$ cat config.mk
export PLATFORM = sky130hd
export DESIGN_NAME = matrix_add_sat
export DESIGN_NICKNAME = d
export VERILOG_FILES = /design/src/rtl/kalman_pkg.sv /design/src/rtl/sat_add_sub.sv /design/src/rtl/matrix_add_sat.sv
export SDC_FILE = /design/constraint.sdc
export NUM_CORES = 2
export LEC_CHECK = 0
export ABC_AREA = 1
export CAP_MARGIN = 20
export CORE_MARGIN = 2
export CORE_UTILIZATION = 39
export CTS_CLUSTER_DIAMETER = 120
export CTS_CLUSTER_SIZE = 28
export DETAILED_ROUTE_END_ITERATION = 8
export PLACE_DENSITY_LB_ADDON = 0.15
export SLEW_MARGIN = 20
export SYNTH_ARGS = -nofsm -noshare
export SYNTH_HDL_FRONTEND = slang
export SYNTH_HIERARCHICAL = 1
export SYNTH_SLANG_ARGS = --single-unit
$ cat constraint.sdc
create_clock -name clk -period 12.4 [get_ports clk]
set_input_delay 2.48 -clock clk [delete_from_list [all_inputs] [get_ports clk]]
set_output_delay 2.48 -clock clk [all_outputs]
set_load 0.005 [all_outputs]
$ cat src/rtl/kalman_pkg.sv
// Shared types and helpers for the Kalman filter datapath stages.
// Element-wise stages reuse the stage FSM encoding and the saturating add/sub.
package kalman_pkg;

   typedef enum logic [1:0] {
      IDLE = 2'd0,
      LOAD = 2'd1,
      RUN  = 2'd2,
      DONE = 2'd3
   } stageState_t;

   // Widest element format the helper handles; element widths must stay below this.
   localparam int SAT_MAX_W = 64;

   typedef struct packed {
      logic signed [SAT_MAX_W-1:0] y;
      logic                        sat;
   } satResult_t;

   // a and b are sign-extended w-bit values; one guard bit holds the carry before clamping.
   function automatic satResult_t satAddSub(
      input logic signed [SAT_MAX_W-1:0] a,
      input logic signed [SAT_MAX_W-1:0] b,
      input logic                        sub,
      input int                          w
   );
      logic signed [SAT_MAX_W:0] full;
      logic signed [SAT_MAX_W:0] maxV;
      logic signed [SAT_MAX_W:0] minV;
      satResult_t                r;
      full = sub ? ((SAT_MAX_W+1)'(a) - (SAT_MAX_W+1)'(b))
                 : ((SAT_MAX_W+1)'(a) + (SAT_MAX_W+1)'(b));
      maxV = ((SAT_MAX_W+1)'(1) << (w - 1)) - (SAT_MAX_W+1)'(1);
      minV = -((SAT_MAX_W+1)'(1) << (w - 1));
      r.sat = 1'b1;
      if (full > maxV) begin
         r.y = maxV[SAT_MAX_W-1:0];
      end else if (full < minV) begin
         r.y = minV[SAT_MAX_W-1:0];
      end else begin
         r.y   = full[SAT_MAX_W-1:0];
         r.sat = 1'b0;
      end
      return r;
   endfunction

endpackage

$ cat src/rtl/sat_add_sub.sv
// Single-element saturating adder/subtractor for WIDTH-bit signed fixed point.
// WIDTH must be below kalman_pkg::SAT_MAX_W.
module sat_add_sub
   import kalman_pkg::*;
#(
   parameter int WIDTH = 16
) (
   input  logic signed [WIDTH-1:0] a,
   input  logic signed [WIDTH-1:0] b,
   input  logic                    sub,
   output logic signed [WIDTH-1:0] y,
   output logic                    sat
);

   satResult_t res;
   logic       extUnused;

   always_comb begin
      res = satAddSub(SAT_MAX_W'(a), SAT_MAX_W'(b), sub, WIDTH);
      y   = res.y[WIDTH-1:0];
      sat = res.sat;
   end

   // Above WIDTH the clamped result is pure sign extension.
   assign extUnused = ^res.y[SAT_MAX_W-1:WIDTH];

endmodule

$ cat src/rtl/matrix_add_sat.sv
// Element-wise saturating matrix add/subtract (Res = A +/- B), one element per cycle.
// Operands are snapshotted on start so upstream may change them while the stage runs.
module matrix_add_sat
   import kalman_pkg::*;
#(
   parameter int WIDTH     = 16,
   parameter int nos       = 4,
   parameter int intDigits = 16
) (
   input  logic                    clk,
   input  logic                    rst_n,
   input  logic                    startAdd,
   input  logic                    subSel,
   input  logic signed [WIDTH-1:0] A   [nos][nos],
   input  logic signed [WIDTH-1:0] B   [nos][nos],
   output logic signed [WIDTH-1:0] Res [nos][nos],
   output logic                    endAdd,
   output logic                    ovf
);

   localparam int RC_W = (nos > 1) ? $clog2(nos) : 1;
   localparam logic [RC_W-1:0] LAST_RC = RC_W'(nos - 1);

   // Handshake: startAdd is a request taken only in IDLE; endAdd is a one-cycle
   // strobe, and Res/ovf stay valid from it until the next endAdd.
   stageState_t             state;
   logic signed [WIDTH-1:0] opA  [nos][nos];
   logic signed [WIDTH-1:0] opB  [nos][nos];
   logic signed [WIDTH-1:0] work [nos][nos];
   logic                    opSub;
   logic [RC_W-1:0]         row;
   logic [RC_W-1:0]         col;
   logic                    sticky;
   logic signed [WIDTH-1:0] elemY;
   logic                    elemSat;
   logic [31:0]             fmtUnused;

   // The binary point does not move under add/sub, so intDigits only labels the format.
   assign fmtUnused = 32'(intDigits);

   sat_add_sub #(.WIDTH(WIDTH)) u_satAddSub (
      .a   (opA[row][col]),
      .b   (opB[row][col]),
      .sub (opSub),
      .y   (elemY),
      .sat (elemSat)
   );

   always_ff @(posedge clk or negedge rst_n) begin
      if (!rst_n) begin
         state  <= IDLE;
         opSub  <= 1'b0;
         row    <= '0;
         col    <= '0;
         sticky <= 1'b0;
         endAdd <= 1'b0;
         ovf    <= 1'b0;
         for (int r = 0; r < nos; r++) begin
            for (int c = 0; c < nos; c++) begin
               opA[r][c]  <= '0;
               opB[r][c]  <= '0;
               work[r][c] <= '0;
               Res[r][c]  <= '0;
            end
         end
      end else begin
         endAdd <= 1'b0;
         case (state)
            IDLE: begin
               if (startAdd) state <= LOAD;
            end
            LOAD: begin
               opA    <= A;
               opB    <= B;
               opSub  <= subSel;
               row    <= '0;
               col    <= '0;
               sticky <= 1'b0;
               state  <= RUN;
            end
            RUN: begin
               work[row][col] <= elemY;
               sticky         <= sticky | elemSat;
               // Row-major walk: column fastest, DONE after the bottom-right element.
               if (col == LAST_RC) begin
                  col <= '0;
                  if (row == LAST_RC) begin
                     row   <= '0;
                     state <= DONE;
                  end else begin
                     row <= row + 1'b1;
                  end
               end else begin
                  col <= col + 1'b1;
               end
            end
            DONE: begin
               Res    <= work;
               ovf    <= sticky;
               endAdd <= 1'b1;
               state  <= IDLE;
            end
            default: state <= IDLE;
         endcase
      end
   end

endmodule

==> summary.txt <==
status: complete, no violations
largest net degree at the start of global routing: 298
hold path startpoint: work[25]
CP endpoint kind: flop
post-CTS sizing: 0
RSZ-0062 raised after global routing: no
Max Slew Vio Count: 0
gp weighted congestion: 0.833
number of core rows: 125
post-synth cell types: 37
Max-cap violations: 0
worst setup margin: 5.91 ns
TritonCTS Buffers: 44
pre-CTS setup slack: 6.00 ns
count of non-filler cells in the finished layout: 7089
Vias/cell: 4.99
CTS H-tree lvls: 2
fmax: 154 MHz
final hold violations: 0
per-cell routed wire length: 21.0 um
crit path time final: 6.49 ns
Final Util: 47.5%
Power Dens Cells: 315 mW/mm2
die area: 0.120 mm2
Critical Path Max Stage Delay: 0.77 ns
Syn Std Cell Area: 0.0455 mm2
Hold Buf Count CTS: 0
CP max-delay cell: inv_1
clock-pin slew on the worst setup and hold paths: 0.12 ns
Worst setup SP type: flop
worst slew pin tran: 1.26 ns
Pwr Total: 17.3 mW
Syn Nets: 5563
commonest non-fill, non-tap cell in the layout: nand2_1
post-CTS setup buffer count: 0
Cells after Synth: 5016
Worst Path Required: 12.90 ns
Critical Path AT: 6.99 ns
# DRC: 0
kind of critical path: flop to flop
All-Layer GR Usage: 24.4%
number of global-route vias before repair: 34.2k
grt ovf: 0
setup violators final: 0
Nets: 6101
final clock skew: 0.0335 ns
Slew headroom: 16.3%
detailed router's first-iteration violation count: 2929
commonest non-fill, non-tap cells in the layout: nand2_1, dfrtp_1, clkdlybuf4s50_1, inv_1, o21ai_0
Most common cell on crit path: nand2_1
number of routed nets with antenna violations: 0
port buffer count: 773
Final period util: 52.3%
WHS Path Cells: 2
Placed Area: 0.0538 mm2
Crit Reg-Reg Startpoint: row[0]
Via Count: 35.4k
Clock Tree Buf Depth: 3
placed insts: 7032
Worst Path Max Fanout: 133
Worst Reg2Reg Path Length in Cells: 28
Design Area, Final: 0.0551 mm2
final wirelength: 149000 um
sequential fraction of the synthesis area: 56.8%
core area: 0.116 mm2
reg2reg end: work[21]
CTS tree: yes
first-pass GRT wire length: 222000 um
initial antenna violation count: 12
Root Buffer Master: clkbuf_16
WHS: 0.487 ns
static leakage power: 25.4 nW
Ys Warns: 6
Worst R2R Setup Slack: 5.91 ns
initial core utilization: 39.2%
CTS sink cnt: 1034
Setup TNS Final: 0 ns
Worst-Skew Late Latency: 0.67 ns
Worst Setup SP: row[0]
io pins: 774
layout cells sized above 1: 7.12%
Hold EP: work[25]
Mean Syn Cell Area: 9.08 um2
Max IR drop VDD: 1.29 mV
synthesized flop and latch total: 1034
Die Width: 346 um
HP Class: flop to flop
DP HPWL: 105000 um
First-pass DRT Iterations: 5
chip height: 346 um
Area growth, synth to finish: 20.9%
worst max-delay path, delay by kind of cell, from the launching register on:
family / cells / cell delay [ns]
adder cells (fa/ha/maj): 1 / 0.35
AND/OR/NAND/NOR: 17 / 2.07
XOR/XNOR: 1 / 0.16
AO/OA/AOI/OAI: 3 / 0.51
flip-flops: 1 / 0.67
buffers and inverters: 6 / 2.27
Yosys cell counts, drive strengths merged:
master | n | area share [%]
o31ai | 2 | 0.033
nand2 | 1429 | 12
ha | 30 | 0.82
o21ai | 778 | 8.6
buf | 190 | 2.9
xnor2 | 8 | 0.15
nand3 | 484 | 5.4
mux2 | 257 | 6.4
or2 | 1 | 0.019
a31oi | 1 | 0.014
fa | 1 | 0.044
nand4 | 2 | 0.027
a22oi | 2 | 0.033
xor2 | 16 | 0.31
clkinv | 2 | 0.016
nand3b | 3 | 0.049
and3 | 1 | 0.014
clkbuf | 128 | 1.1
a21oi | 17 | 0.20
inv | 593 | 4.9
dfrtp | 1034 | 57
nor2 | 33 | 0.30
nor3 | 2 | 0.033
o21bai | 2 | 0.033
state kept, by name, indices dropped and copies added (netlist names):
signal / count
Res: 256
opA: 256
opB: 256
work: 256
col: 2
row: 2
state: 2
endAdd: 1
opSub: 1
ovf: 1
sticky: 1
per-layer routing:
| layer | up-vias | wire (um) | GRT usage [%] |
|---|---|---|---|
| met5 | - | 87 | 0 |
| met4 | 14 | 4470 | 7.28 |
| met3 | 153 | 7780 | 3.37 |
| met1 | 17200 | 66000 | 33.9 |
| li1 | 16900 | - | - |
| met2 | 1054 | 70500 | 39.9 |
cell type report:
| class | instances | area [um2] |
|---|---|---|
| inverters | 595 | 2250 |
| multi-input cells | 3069 | 15700 |
| fillers | 11300 | 61000 |
| repair buffers | 810 | 8140 |
| well taps | 1524 | 1910 |
| diodes | 4 | 10.0 |
| clock buffers | 45 | 1100 |
| flip-flops and latches | 1034 | 25900 |
| clock inverters | 8 | 121 |
how the worst max path moves through the flow:
stage	endpoint	cells past startpoint
6_report	work[21]	28
4_1_cts	work[182]	28
3_3_place_gp	work[134]	28
5_1_grt	work[198]	28
2_1_floorplan	work[102]	31
3_5_place_dp	work[182]	28
power by group:
part | total [mW] | switching [mW] | internal, mW
clock network | 1.78 | 1.11 | 0.665
registers | 5.79 | 0.800 | 4.99
logic | 9.79 | 6.78 | 3.01
logic make-up after synthesis:
logic type / share of synthesized area, %
simple gates: 17.7
compound gates: 8.86
flops: 56.8
buf+inv: 8.90
xor+xnor: 0.462
fa+ha+maj: 0.868
mux: 6.35
Power figures use the tool's default switching activity.
